**src/rtl/pfiform_pop_reader.sv**
```systemverilog
// PFIFORM pop-side reader: buffers PopData words and replays their valid bytes as a byte stream.
// Optional statistics counters are enabled by defining PFIFORM_RD_STATS_EN.
module pfiform_pop_reader #(
    parameter int BYTE_W         = 8,
    parameter int BYTES_PER_WORD = 12,
    parameter int DEPTH          = 2
) (
    input  logic                             i_core_clk,
    input  logic                             i_rx_rstn,
    input  logic                             PopEnable,
    output logic                             PopPermit,
    input  logic [3:0]                       PopAmout,
    input  logic [BYTE_W*BYTES_PER_WORD-1:0] PopData,
    output logic [BYTE_W-1:0]                o_byte_data,
    output logic                             o_byte_valid,
    input  logic                             i_byte_ready,
    output logic                             o_byte_last,
    output logic                             o_proto_err,
    output logic [15:0]                      o_word_cnt,
    output logic [31:0]                      o_byte_cnt
);

    localparam int WORD_W = BYTE_W * BYTES_PER_WORD;
    localparam int PTR_W  = (DEPTH > 1) ? $clog2(DEPTH) : 1;
    localparam int CNT_W  = $clog2(DEPTH + 1);
    localparam logic [3:0] MAX_AMT = 4'(BYTES_PER_WORD);

    typedef enum logic {ST_EMPTY, ST_SHIFT} state_t;

    state_t            state_q;
    logic [WORD_W-1:0] mem_data [DEPTH];
    logic [3:0]        mem_amt  [DEPTH];
    logic [PTR_W-1:0]  head_q, tail_q, head_next;
    logic [CNT_W-1:0]  count_q, count_next;
    logic [3:0]        idx_q, idx_next;
    logic [3:0]        amt_in, sel_amt;
    logic [WORD_W-1:0] sel_word;
    logic              capture, accept, take, pop;

    function automatic logic [PTR_W-1:0] ptr_inc(input logic [PTR_W-1:0] p);
        return (p == PTR_W'(DEPTH - 1)) ? '0 : p + 1'b1;
    endfunction

    assign amt_in       = (PopAmout > MAX_AMT) ? MAX_AMT : PopAmout;
    assign capture      = PopEnable && PopPermit;
    assign accept       = capture && (amt_in != 4'd0);
    assign take         = o_byte_valid && i_byte_ready;
    assign pop          = take && o_byte_last;
    assign o_byte_valid = (state_q == ST_SHIFT);

    // Next-cycle view of the buffer, so every output can be registered.
    // NOTE: combinational blocks use blocking '=' with a default for every target, so no latch is inferred.
    always_comb begin
        count_next = count_q;
        head_next  = head_q;
        idx_next   = idx_q;
        if (take)
            idx_next = o_byte_last ? 4'd0 : idx_q + 4'd1;
        if (pop)
            head_next = ptr_inc(head_q);
        case ({accept, pop})
            2'b10:   count_next = count_q + 1'b1;
            2'b01:   count_next = count_q - 1'b1;
            default: count_next = count_q;
        endcase
        // The word landing this cycle becomes head when the buffer would otherwise be empty.
        if (accept && (head_next == tail_q)) begin
            sel_word = PopData;
            sel_amt  = amt_in;
        end else begin
            sel_word = mem_data[head_next];
            sel_amt  = mem_amt[head_next];
        end
    end

    // NOTE: the word storage is not reset; count/pointers define validity, so stale contents are never emitted.
    always_ff @(posedge i_core_clk) begin
        if (accept) begin
            mem_data[tail_q] <= PopData;
            mem_amt[tail_q]  <= amt_in;
        end
    end

    // NOTE: sequential state uses non-blocking '<=' so all registers update from the same pre-edge values.
    always_ff @(posedge i_core_clk or negedge i_rx_rstn) begin
        if (!i_rx_rstn) begin
            state_q     <= ST_EMPTY;
            head_q      <= '0;
            tail_q      <= '0;
            count_q     <= '0;
            idx_q       <= '0;
            PopPermit   <= 1'b0;
            o_byte_data <= '0;
            o_byte_last <= 1'b0;
            o_proto_err <= 1'b0;
        end else begin
            count_q   <= count_next;
            head_q    <= head_next;
            idx_q     <= idx_next;
            PopPermit <= (count_next < CNT_W'(DEPTH));
            if (accept)
                tail_q <= ptr_inc(tail_q);
            if (count_next != '0) begin
                state_q     <= ST_SHIFT;
                o_byte_data <= sel_word[idx_next*BYTE_W +: BYTE_W];
                o_byte_last <= (idx_next == sel_amt - 4'd1);
            end else begin
                state_q     <= ST_EMPTY;
                o_byte_data <= '0;
                o_byte_last <= 1'b0;
            end
            if ((PopEnable && !PopPermit) || (capture && (PopAmout == 4'd0)))
                o_proto_err <= 1'b1;
        end
    end

`ifdef PFIFORM_RD_STATS_EN
    always_ff @(posedge i_core_clk or negedge i_rx_rstn) begin
        if (!i_rx_rstn) begin
            o_word_cnt <= '0;
            o_byte_cnt <= '0;
        end else begin
            if (accept)
                o_word_cnt <= o_word_cnt + 16'd1;
            if (take)
                o_byte_cnt <= o_byte_cnt + 32'd1;
        end
    end
`else
    assign o_word_cnt = '0;
    assign o_byte_cnt = '0;
`endif

endmodule
```
**config.mk**
```make
export PLATFORM = sky130hd
export DESIGN_NAME = pfiform_pop_reader
export DESIGN_NICKNAME = d
export VERILOG_FILES = /design/src/rtl/pfiform_pop_reader.sv
export SDC_FILE = /design/constraint.sdc
export NUM_CORES = 1
export LEC_CHECK = 0
export ABC_AREA = 1
export CAP_MARGIN = 30
export CORE_MARGIN = 10
export CORE_UTILIZATION = 59
export DETAILED_ROUTE_END_ITERATION = 10
export PLACE_DENSITY = 0.91
export SLEW_MARGIN = 20
export SYNTH_ARGS = -nofsm -noshare
export SYNTH_HDL_FRONTEND = slang
export SYNTH_SLANG_ARGS = --single-unit
```
**constraint.sdc**
```tcl
create_clock -name i_core_clk -period 8.3 [get_ports i_core_clk]
set_input_delay 2.075 -clock i_core_clk [delete_from_list [all_inputs] [get_ports i_core_clk]]
set_output_delay 2.075 -clock i_core_clk [all_outputs]
set_load 0.03 [all_outputs]
```
After elaboration in Yosys (flattened, before gate mapping). Memories as Yosys holds them, arrays and structs flattened. Index checks and enable logic that the tools add are counted.

Add/subtract/negate cells: 6. $lt $le $gt $ge: 2. Eq/ne operators: 4. Shift operators: 1. Mux-type cells: 14. Reductions and logical operators: 12.

Operators with widths (number): $mux 96 (1); $shiftx 96x8->8 (1); $mux 4 (4); $mux 8 (1); $logic_and 1x1->1 (7); $mux 1 (7); $add 4x1->4 const B (1); $eq 4x4->1 (1); $gt 4x4->1 const B (1); $logic_not 4->1 (1); $pmux 2 s2 (1); $reduce_bool 4->1 (1); $sub 4x1->4 const B (1); $add 1x1->1 const B (2); $add 2x1->2 const B (1); $eq 2x1->1 const B (1); $eq 2x2->1 const B (1); $lt 2x2->1 const B (1); $reduce_bool 2->1 (1); $sub 2x1->2 const B (1); $eq 1x1->1 (1); $logic_not 1->1 (1); $logic_or 1x1->1 (1).

Register bits: 20. RAM bits: 200. Bits of input ports: 104. Memories kept: 2.

Memories: mem_data (depth 2, bits a word 96, read ports 1, clocked after Yosys merged registers in 0, wr ports 1, RTL line 31) `logic [WORD_W-1:0] mem_data [DEPTH];`; mem_amt (depth 2, bits a word 4, read ports 1, clocked after Yosys merged registers in 0, wr ports 1, RTL line 32) `logic [3:0] mem_amt [DEPTH];`.

Depth between registers and ports, before layout. Gate-level depths: netlist (run 1).

Depth after elaboration: 9. Gate-level depth with buffers: 16. Depth with buffers taken out: 15.

Worst setup path before layout (run 1). No wires, ideal clock.

Path type: input to register. From: input port PopAmout[1]. To: memory mem_amt[0][0], enable pin. Arrival time: 6870 ps. Data required time: 7740 ps. Slack: 871 ps. Stages: 6. Path buffers: 0. Cell sequence: nor2_1 -> nand2_1 -> nand2_1 -> nor2_1 -> inv_1 -> nor2_1.

Cells in the longest elaborated chain, start to end: 6.

Ends and longest elaborated chain: from (decl) (RTL line 12) `input logic [3:0] PopAmout,`; $gt 4x4->1 (RTL line 44) `assign amt_in = (PopAmout > MAX_AMT) ? MAX_AMT : PopAmout;`; $mux 4 (*) (RTL line 44); $reduce_bool 4->1 (*) (RTL line 46) `assign accept = capture && (amt_in != 4'd0);`; $logic_and 1x1->1 (*) (RTL line 46); $mux 1 (*) (RTL line 78) `if (accept) begin`; $mux 1 (not written as such) (*) (RTL line 80) `mem_amt[tail_q] <= amt_in;`; to (decl) (RTL line 32).

Mark *: on every way between the ends. The rest lies on a longest branch, timed or not.

Worst setup path after layout (run 1).
From: input port i_byte_ready. To: register o_byte_last.

Cells in the longest elaborated chain, start to end: 9. Elaborated cells between the ends (all ways): 15.

Ends and longest elaborated chain: from (decl) (RTL line 16) `input logic i_byte_ready,`; $logic_and 1x1->1 (*) (RTL line 47) `assign take = o_byte_valid && i_byte_ready;`; $logic_and 1x1->1 (RTL line 48) `assign pop = take && o_byte_last;`; $mux 1 (RTL line 59) `if (pop)`; $eq 1x1->1 (RTL line 67) `if (accept && (head_next == tail_q)) begin`; $logic_and 1x1->1 (RTL line 67); $mux 4 (RTL line 67); $sub 4x1->4 (RTL line 106) `o_byte_last <= (idx_next == sel_amt - 4'd1);`; $eq 4x4->1 (RTL line 106); $mux 1 (*) (RTL line 103) `if (count_next != '0) begin`; to (signal assigned) (RTL line 106); to (decl) (RTL line 17) `output logic o_byte_last,`.

Marks and branches as above. A chain may end at the register's enable or synchronous reset.

==> impl_metrics.toml, run 1 <==
[global_routing]
grt_max_degree = 99
antenna_found_initial = 0
grt.overflow.total = 0
track_usage = 0.226
grt_pass1_vias = 8668
grt_pass1_wl_mm = 44.9

[synth]
synthDistinctLibCells = 33
synth_warnings = 0
synth-edff-count = 200
ys_seq_area_frac = 0.580
ys_async_sr_fraction = 0.0909
synth-seq-cells = 220
synth_flop_cell = "edfxtp_1"
synth.cell_area_mm2 = 0.0112
synth_top_area_share = 0.535
ys_top_cells_by_count = "nand2_1, nand3_1, edfxtp_1"
yosysTopAreaCell = "edfxtp_1"
synth.most_common_cell = "nand2_1"
syn_avg_cell_area_um2 = 8.82
synthCells = 1273
ys_top_cells_by_area = "edfxtp_1, nand2_1, nand3_1"

[final_layout]
antennaDiodeCount = 0
fin_util = 0.694
drive_above_1_share = 0.0560
stdcell_count = 1608
nets = 1468
synthToLayoutAreaGrowth_pct = 15.7

[route]
drt_iter0_markers = 1033
wl_per_cell_um = 17.9
drc_errors = 0
via_count = 8854
viasPerCell = 5.51
wirelength_mm = 28.8
ant_nets = 0
drtPass1Iterations = 5

[clocking]
insertion_delay_ns = 0.51
cts-buffers-inserted = 21
cts_tree = "done"
clockBufferDepth = 3
hold_buffers = 0
clk_pin_slew_ns = 0.06
cts_root_buf = "clkbuf_16"
clock_sinks = 220
post_cts_resized = 0
h-tree-depth = 1
postCtsSetupRepairBufs = 0

[timing]
period_minus_slack_ns = 5.07
finalHoldViolCount = 0
worstMarginPinSlew_ns = 0.995
max_freq_mhz = 197
rsz0062_at_grt = "false"
finClkSkew_ns = 0.0228
finalSetupViolCount = 0
relSlewSlack = 0.336
fin_crit_sh = 0.611
final-max-slew-violation-count = 0
fin_setup_tns_ns = 0

[worst_setup_path]
critical_path_class = "input pin to flop"
cp_max_fo = 60
start_kind = "input pin"
cp_data_required_time_ns = 8.72
slowest_stage = "clkdlybuf4s50_1"
cp_num_buf_inv = 1
crit_family = "simple AND/OR/NAND/NOR gates"
critPathMostFrequentCell = "nand2_1"
slowest_delay_ns = 0.66
cp-end-kind = "flop"
cp.arrival_ns = 5.49
cp_cell_sequence = "clkdlybuf4s50_1 -> nand4_2 -> nand2_2 -> nand2_1 -> nand2_2 -> nand2_4 -> nand2_1 -> nand2_1 -> ha_1 -> xnor2_1 -> nand3_1 -> nand2_1 -> nand3_1 -> a21oi_1"

[floorplanning]
die_w_um = 158
core_area_mm2 = 0.0187
ios = 164
die_area_mm2 = 0.0249
row_count = 50
initial_core_util = 0.600
die_h_um = 158

[placed_design]
dp_cells = 1570
dp_hpwl_mm = 18.2
port_buffers = 115
gp_congestion = 0.896

[min_path]
hold_class = "flop to flop"

[power_and_ir_drop]
p_per_area_mw_per_mm2 = 366
ir_drop_mv = 0.263
total_leakage_power_nw = 5.91

[job]
maxCapViolCount = 0

[run_status]
status = "complete, no violations"
[power breakdown]
part,switching [mW],total [mW],internal (mW)
clock network,0.391,0.927,0.536
logic,1.61,2.30,0.691
registers,0.0822,1.52,1.44
[cells by family after synthesis]
kind of cell / Yosys count / share of synthesized area
adder cells (fa/ha/maj): 3 / 0.00334
AO/OA/AOI/OAI: 42 / 0.0195
XOR/XNOR: 4 / 0.00312
AND/OR/NAND/NOR: 694 / 0.268
other: 1 / 0.000334
flip-flops: 220 / 0.580
buffers and inverters: 309 / 0.126
[flip-flops by register name, summed over array words and instances (netlist names), 2 cells and up]
name	flops
o_byte_data	8
idx_q	4
mem_data	192
count_q	2
mem_amt	8
[layout by cell type, fill, tap and decap left out, types with 5 or more instances in the layout]
master	instances
nand2_1	399
nand3_1	203
edfxtp_1	200
inv_1	199
clkdlybuf4s50_1	115
nor2_1	48
conb_1	48
o21ai_0	32
clkbuf_16	21
dfrtp_1	20
or2_2	17
nand3b_1	9
buf_4	9
nand2_2	7
clkinv_1	6
o21ai_1	5
clkbuf_8	5
[through the flow]
step	area (um^2)	hold slack (ns)	power, mW	setup slack (ns)
global placement	12300	0.474	3.65	2.65
floorplan	11400	0.496	3.16	0.871
finish	13000	0.492	4.75	3.23
global route	13000	0.496	5.03	2.96
detailed placement	12300	0.470	3.74	2.85
CTS	12900	0.484	4.69	3.27
[final cells by class]
type | instances | area [um^2]
clock buffer | 28 | 602
inverter | 201 | 754
sequential | 220 | 6510
clock inverter | 8 | 58.8
tap | 234 | 293
multi-input combinational | 791 | 3510
timing repair buffer | 126 | 1260
fill | 1308 | 5720
[metal layers]
metal | track usage | share of wire | vias up
met5 | 0 | 0 | -
li1 | - | - | 4142
met1 | 0.272 | 0.37 | 4086
met2 | 0.372 | 0.48 | 522
met3 | 0.0559 | 0.11 | 104
met4 | 0.111 | 0.042 | 0
[final timing paths]
| path | from | endpoint | depth (start not counted) | slack [ns] |
|---|---|---|---|---|
| max | i_byte_ready | o_byte_last$_DFF_PN0_ | 14 | 3.23 |
| min | o_proto_err$_DFFE_PN0P_ | o_proto_err$_DFFE_PN0P_ | 1 | 0.49 |
| max reg2reg | o_byte_last$_DFF_PN0_ | o_byte_data[2]$_DFF_PN0_ | 12 | 4.89 |
| min reg2reg | o_proto_err$_DFFE_PN0P_ | o_proto_err$_DFFE_PN0P_ | 1 | 0.49 |
| max in group asynchronous | i_rx_rstn | o_byte_data[6]$_DFF_PN0_ | 2 | 6.03 |
| min in group asynchronous | i_rx_rstn | head_q$_DFF_PN0_ | 1 | 1.83 |
No activity file was read; power rests on OpenSTA's default activity.
==> run 2: changes to the inputs <==
--- a/config.mk
+++ b/config.mk
@@ -8,9 +8,9 @@
 export ABC_AREA = 1
 export CAP_MARGIN = 30
 export CORE_MARGIN = 10
-export CORE_UTILIZATION = 59
+export CORE_UTILIZATION = 55
 export DETAILED_ROUTE_END_ITERATION = 10
-export PLACE_DENSITY = 0.91
+export PLACE_DENSITY = 0.86
 export SLEW_MARGIN = 20
 export SYNTH_ARGS = -nofsm -noshare
 export SYNTH_HDL_FRONTEND = slang
==> constraint.sdc (replaced) <==
create_clock -name i_core_clk -period 5 [get_ports i_core_clk]
set_input_delay 1.25 -clock i_core_clk [delete_from_list [all_inputs] [get_ports i_core_clk]]
set_output_delay 1.25 -clock i_core_clk [all_outputs]
set_load 0.03 [all_outputs]
==> impl_metrics.toml, run 2 (same netlist as run 1, synthesis figures left out) <==
[route]
viasPerCell = 5.27
wirelength_mm = 28.2
drt_iter0_markers = 965
via_count = 8700
wl_per_cell_um = 17.1
ant_nets = 0
drc_errors = 0
drtPass1Iterations = 6

[global_routing]
grt_pass1_wl_mm = 43.5
grt.overflow.total = 0
grt_max_degree = 101
antenna_found_initial = 1
grt_pass1_vias = 8534
track_usage = 0.203

[timing]
fin_crit_sh = 0.787
worstMarginPinSlew_ns = 0.911
finClkSkew_ns = 0.00813
fin_setup_tns_ns = 0
final-max-slew-violation-count = 0
rsz0062_at_grt = "false"
finalHoldViolCount = 0
finalSetupViolCount = 0
period_minus_slack_ns = 3.93
relSlewSlack = 0.393
max_freq_mhz = 254

[final_layout]
stdcell_count = 1651
largest_reg_flops = 192
nets = 1474
layout_common_cells = "nand2_1, nand3_1, edfxtp_1"
num-fill-cells = 1562
design_area_mm2 = 0.0131
reg.largest.list = "mem_data x192, mem_amt x8, o_byte_data x8"
regMostFlops = "mem_data"
synthToLayoutAreaGrowth_pct = 16.8
drive_above_1_share = 0.0587
layout_commonest_cell = "nand2_1"
fin_util = 0.650

[clocking]
h-tree-depth = 1
post_cts_resized = 0
insertion_delay_ns = 0.51
cts_root_buf = "clkbuf_16"
clock_sinks = 220
postCtsSetupRepairBufs = 0
hold_buffers = 0
cts-buffers-inserted = 22
clockBufferDepth = 3
cts_tree = "done"
clk_pin_slew_ns = 0.06

[floorplanning]
row_count = 52
die_area_mm2 = 0.0265
initial_core_util = 0.557
die_h_um = 163
ios = 164
die_w_um = 163
core_area_mm2 = 0.0202

[power_and_ir_drop]
p_per_area_mw_per_mm2 = 602
total_leakage_power_nw = 5.94
ir_drop_mv = 0.505

[min_path]
hold_class = "flop to flop"

[job]
maxCapViolCount = 0

[worst_setup_path]
cp_data_required_time_ns = 5.44
cp.arrival_ns = 4.37
start_kind = "input pin"
cp_max_fo = 20
cp-end-kind = "flop"
critical_path_class = "input pin to flop"

[placed_design]
dp_hpwl_mm = 18.1
port_buffers = 115
place_area_mm2 = 0.0124
dp_cells = 1611
gp_congestion = 0.864

[run_status]
status = "complete, no violations"
-- run 2: cell count changes in the layout (fill, tap and decap cells not counted) --
cell	before	now
clkinv_2	2	4
buf_16	1	0
buf_12	0	5
nand2_2	7	8
nand2_4	2	1
clkbuf_16	21	23
buf_4	9	10
clkinv_1	6	3
diode_2	0	1
clkbuf_1	2	7
clkbuf_8	5	0
-- run 2: layer usage --
metal	vias to the layer above	routed length, um	global-route usage
met5	-	0	0
met1	4057	10700	0.242
met3	59	3030	0.0450
met4	0	803	0.0701
li1	4143	-	-
met2	441	13700	0.355
-- run 2: area by class of cell --
cell class,count,area (um^2),area share
diodes,1,2.50,0.000191
clock buffers,30,602,0.0459
clock inverters,7,57.6,0.00439
inverters,201,754,0.0576
multi-input cells,791,3510,0.268
flip-flops and latches,220,6510,0.496
well taps,270,338,0.0258
repair buffers,131,1340,0.102
-- run 2: through the flow --
step	total power [mW]	setup slack (ns)	hold slack (ns)
floorplan	5.25	-1.60	0.496
global placement	6.17	0.785	0.478
detailed placement	6.28	0.594	0.481
CTS	7.86	1.11	0.495
global route	8.40	0.866	0.523
finish	7.89	1.07	0.500
-- run 2: critical path: stages --
cell,delay (ns)
clkdlybuf4s50_1,0.63
nand4_2,0.35
nand2_2,0.46
nand2_1,0.12
nand2_2,0.13
nand2_2,0.30
nand2_1,0.22
nand2_2,0.10
ha_1,0.30
xnor2_1,0.13
inv_1,0.06
nand2_1,0.05
inv_1,0.08
nand3_1,0.07
a21oi_1,0.11
-- run 2: final timing paths --
path	from	to	slack, ns	cells past startpoint
setup reg to reg	o_byte_valid$_DFF_PN0_	o_byte_last$_DFF_PN0_	1.87	14
max in group asynchronous	i_rx_rstn	o_byte_data[6]$_DFF_PN0_	3.57	2
hold / removal	o_proto_err$_DFFE_PN0P_	o_proto_err$_DFFE_PN0P_	0.50	1
hold reg to reg	o_proto_err$_DFFE_PN0P_	o_proto_err$_DFFE_PN0P_	0.50	1
setup / recovery	i_byte_ready	o_byte_last$_DFF_PN0_	1.07	15
min in group asynchronous	i_rx_rstn	PopPermit$_DFF_PN0_	1.01	1
-- run 2: where the power goes --
part	internal (mW)	leakage, nW	switching (mW)	total [mW]
Sequential	2.39	2.07	0.139	2.53
Combinational	1.19	3.55	2.62	3.81
Clock	0.889	0.325	0.663	1.55
Total	4.47	5.94	3.42	7.89
==> run 3: changes to the inputs <==
==> constraint.sdc (replaced) <==
create_clock -name i_core_clk -period 4 [get_ports i_core_clk]
set_input_delay 1 -clock i_core_clk [delete_from_list [all_inputs] [get_ports i_core_clk]]
set_output_delay 1 -clock i_core_clk [all_outputs]
set_load 0.03 [all_outputs]
==> impl_metrics.toml, run 3 (same netlist as run 1, synthesis figures left out) <==
[final_layout]
layout_common_cells = "nand2_1, nand3_1, edfxtp_1"
design_area_mm2 = 0.0133
nets = 1484
drive_above_1_share = 0.0675
layout_commonest_cell = "nand2_1"
largest_reg_flops = 192
synthToLayoutAreaGrowth_pct = 18.1
antennaDiodeCount = 0
fin_util = 0.658
regMostFlops = "mem_data"
reg.largest.list = "mem_data x192, mem_amt x8, o_byte_data x8"

[worst_setup_path]
slowest_stage = "clkdlybuf4s50_1"
critical_path_class = "input pin to flop"
start_kind = "input pin"
cp_cell_sequence = "clkdlybuf4s50_1 -> nand4_2 -> nand2_2 -> nand2_1 -> nand2_2 -> nand2_2 -> nand2_1 -> nand2_2 -> ha_1 -> xnor2_1 -> inv_1 -> nand2_1 -> inv_1 -> nand3_1 -> a21oi_1"
cp-end-kind = "flop"
cp.arrival_ns = 3.59
reg2regPathDepth = 14
cp_data_required_time_ns = 4.43
r2r_end = "o_byte_last$_DFF_PN0_"
slowest_delay_ns = 0.60
cp_max_fo = 14
critPathMostFrequentCell = "nand2_2"
r2r_slack_ns = 1.34
r2r_start = "o_byte_last$_DFF_PN0_"

[clocking]
cts_root_buf = "clkbuf_16"
clk_pin_slew_ns = 0.06
cts_tree = "done"
clock_sinks = 220
postCtsSetupRepairBufs = 0
post_cts_resized = 0
insertion_delay_ns = 0.51
cts-buffers-inserted = 22
h-tree-depth = 1
hold_buffers = 0
clockBufferDepth = 3

[min_path]
hold_depth = 1
worstHoldStart = "o_proto_err$_DFFE_PN0P_"
hold-path-endpoint = "o_proto_err$_DFFE_PN0P_"
hold_class = "flop to flop"

[global_routing]
track_usage = 0.206
grt_busiest_layer = "met2"
grt_pass1_wl_mm = 44.0
grt_pass1_vias = 8592
grt.overflow.total = 0
groute.layer.met2.usage = 0.352
antenna_found_initial = 0
grt_max_degree = 90
use_met1 = 0.254
use_met3 = 0.0460

[route]
via_count = 8736
drc_errors = 0
drt_iter0_markers = 868
wl_per_cell_um = 16.9
ant_nets = 0
viasPerCell = 5.25
drtPass1Iterations = 5
wirelength_mm = 28.2

[floorplanning]
die_w_um = 163
ios = 164
die_h_um = 163
core_area_mm2 = 0.0202
initial_core_util = 0.557
die_area_mm2 = 0.0265
row_count = 52

[power_and_ir_drop]
ir_drop_mv = 0.685
total_leakage_power_nw = 6.02
p_per_area_mw_per_mm2 = 757

[timing]
finalSetupViolCount = 0
worstMarginPinSlew_ns = 0.650
period_minus_slack_ns = 3.17
finClkSkew_ns = 0.0131
rsz0062_at_grt = "false"
max_freq_mhz = 316
setup_slack_ns = 0.831
relSlewSlack = 0.567
finalHoldViolCount = 0
final-max-slew-violation-count = 0
fin_crit_sh = 0.792

[placed_design]
place_area_mm2 = 0.0126
place_ws_ns = 0.405
gp_congestion = 0.861
port_buffers = 115
dp_hpwl_mm = 18.9

[job]
maxCapViolCount = 0

[run_status]
status = "complete, no violations"
==> run 3: changes by cell type in the layout (fill, tap and decap cells not counted) <==
cell        delta
clkbuf_8       +3
diode_2        -1
clkinv_2       -1
buf_4          +7
clkbuf_1       -2
clkinvlp_4     +1
clkinv_1       +2
buf_12         +3
==> run 3: worst max-delay path: cells and delay by family <==
family | cells | cell delay [ns]
buf+inv | 3 | 0.72
xor+xnor | 1 | 0.14
compound gates | 1 | 0.12
fa+ha+maj | 1 | 0.30
simple gates | 9 | 1.32
==> run 3: power by group <==
part / internal (mW) / leakage (nW) / switching, mW
clock: 1.17 / 0.343 / 0.824
sequential: 2.98 / 2.07 / 0.169
combinational: 1.60 / 3.60 / 3.30
==> run 3: final cells by class <==
class / instances / area (um^2)
clock buffer: 31 / 636
clock inverter: 9 / 67.6
fill: 1522 / 6910
inverter: 201 / 754
multi-input combinational: 791 / 3510
sequential: 220 / 6510
tap: 270 / 338
timing repair buffer: 141 / 1450
==> run 3: per-layer routing <==
metal | up-vias | part of all wire
li1 | 4163 | -
met1 | 4065 | 0.39
met2 | 453 | 0.49
met3 | 55 | 0.098
met4 | 0 | 0.025
met5 | - | 0
==> run 3: worst max path at each step <==
stage | from | slack (ns) | depth (start not counted) | to
after floorplan | PopAmout[1] | -0.69 | 6 | mem_amt[1][0]$_DFFE_PP_
after global placement | PopAmout[3] | 0.47 | 15 | o_byte_data[1]$_DFF_PN0_
after detailed placement | i_byte_ready | 0.41 | 15 | o_byte_last$_DFF_PN0_
after CTS | i_byte_ready | 0.85 | 15 | o_byte_last$_DFF_PN0_
after global routing | i_byte_ready | 0.56 | 15 | o_byte_last$_DFF_PN0_
final | i_byte_ready | 0.83 | 15 | o_byte_last$_DFF_PN0_
==> run 3: per-stage QoR <==
stage,total power [mW],instances,hold slack (ns),setup TNS [ns]
after floorplan,6.54,1320,0.496,-138.93
after global placement,7.88,1622,0.465,0
after detailed placement,8.02,1623,0.484,0
after CTS,10.0,1663,0.496,0
after global routing,10.7,1663,0.517,0
final,10.0,1663,0.504,0
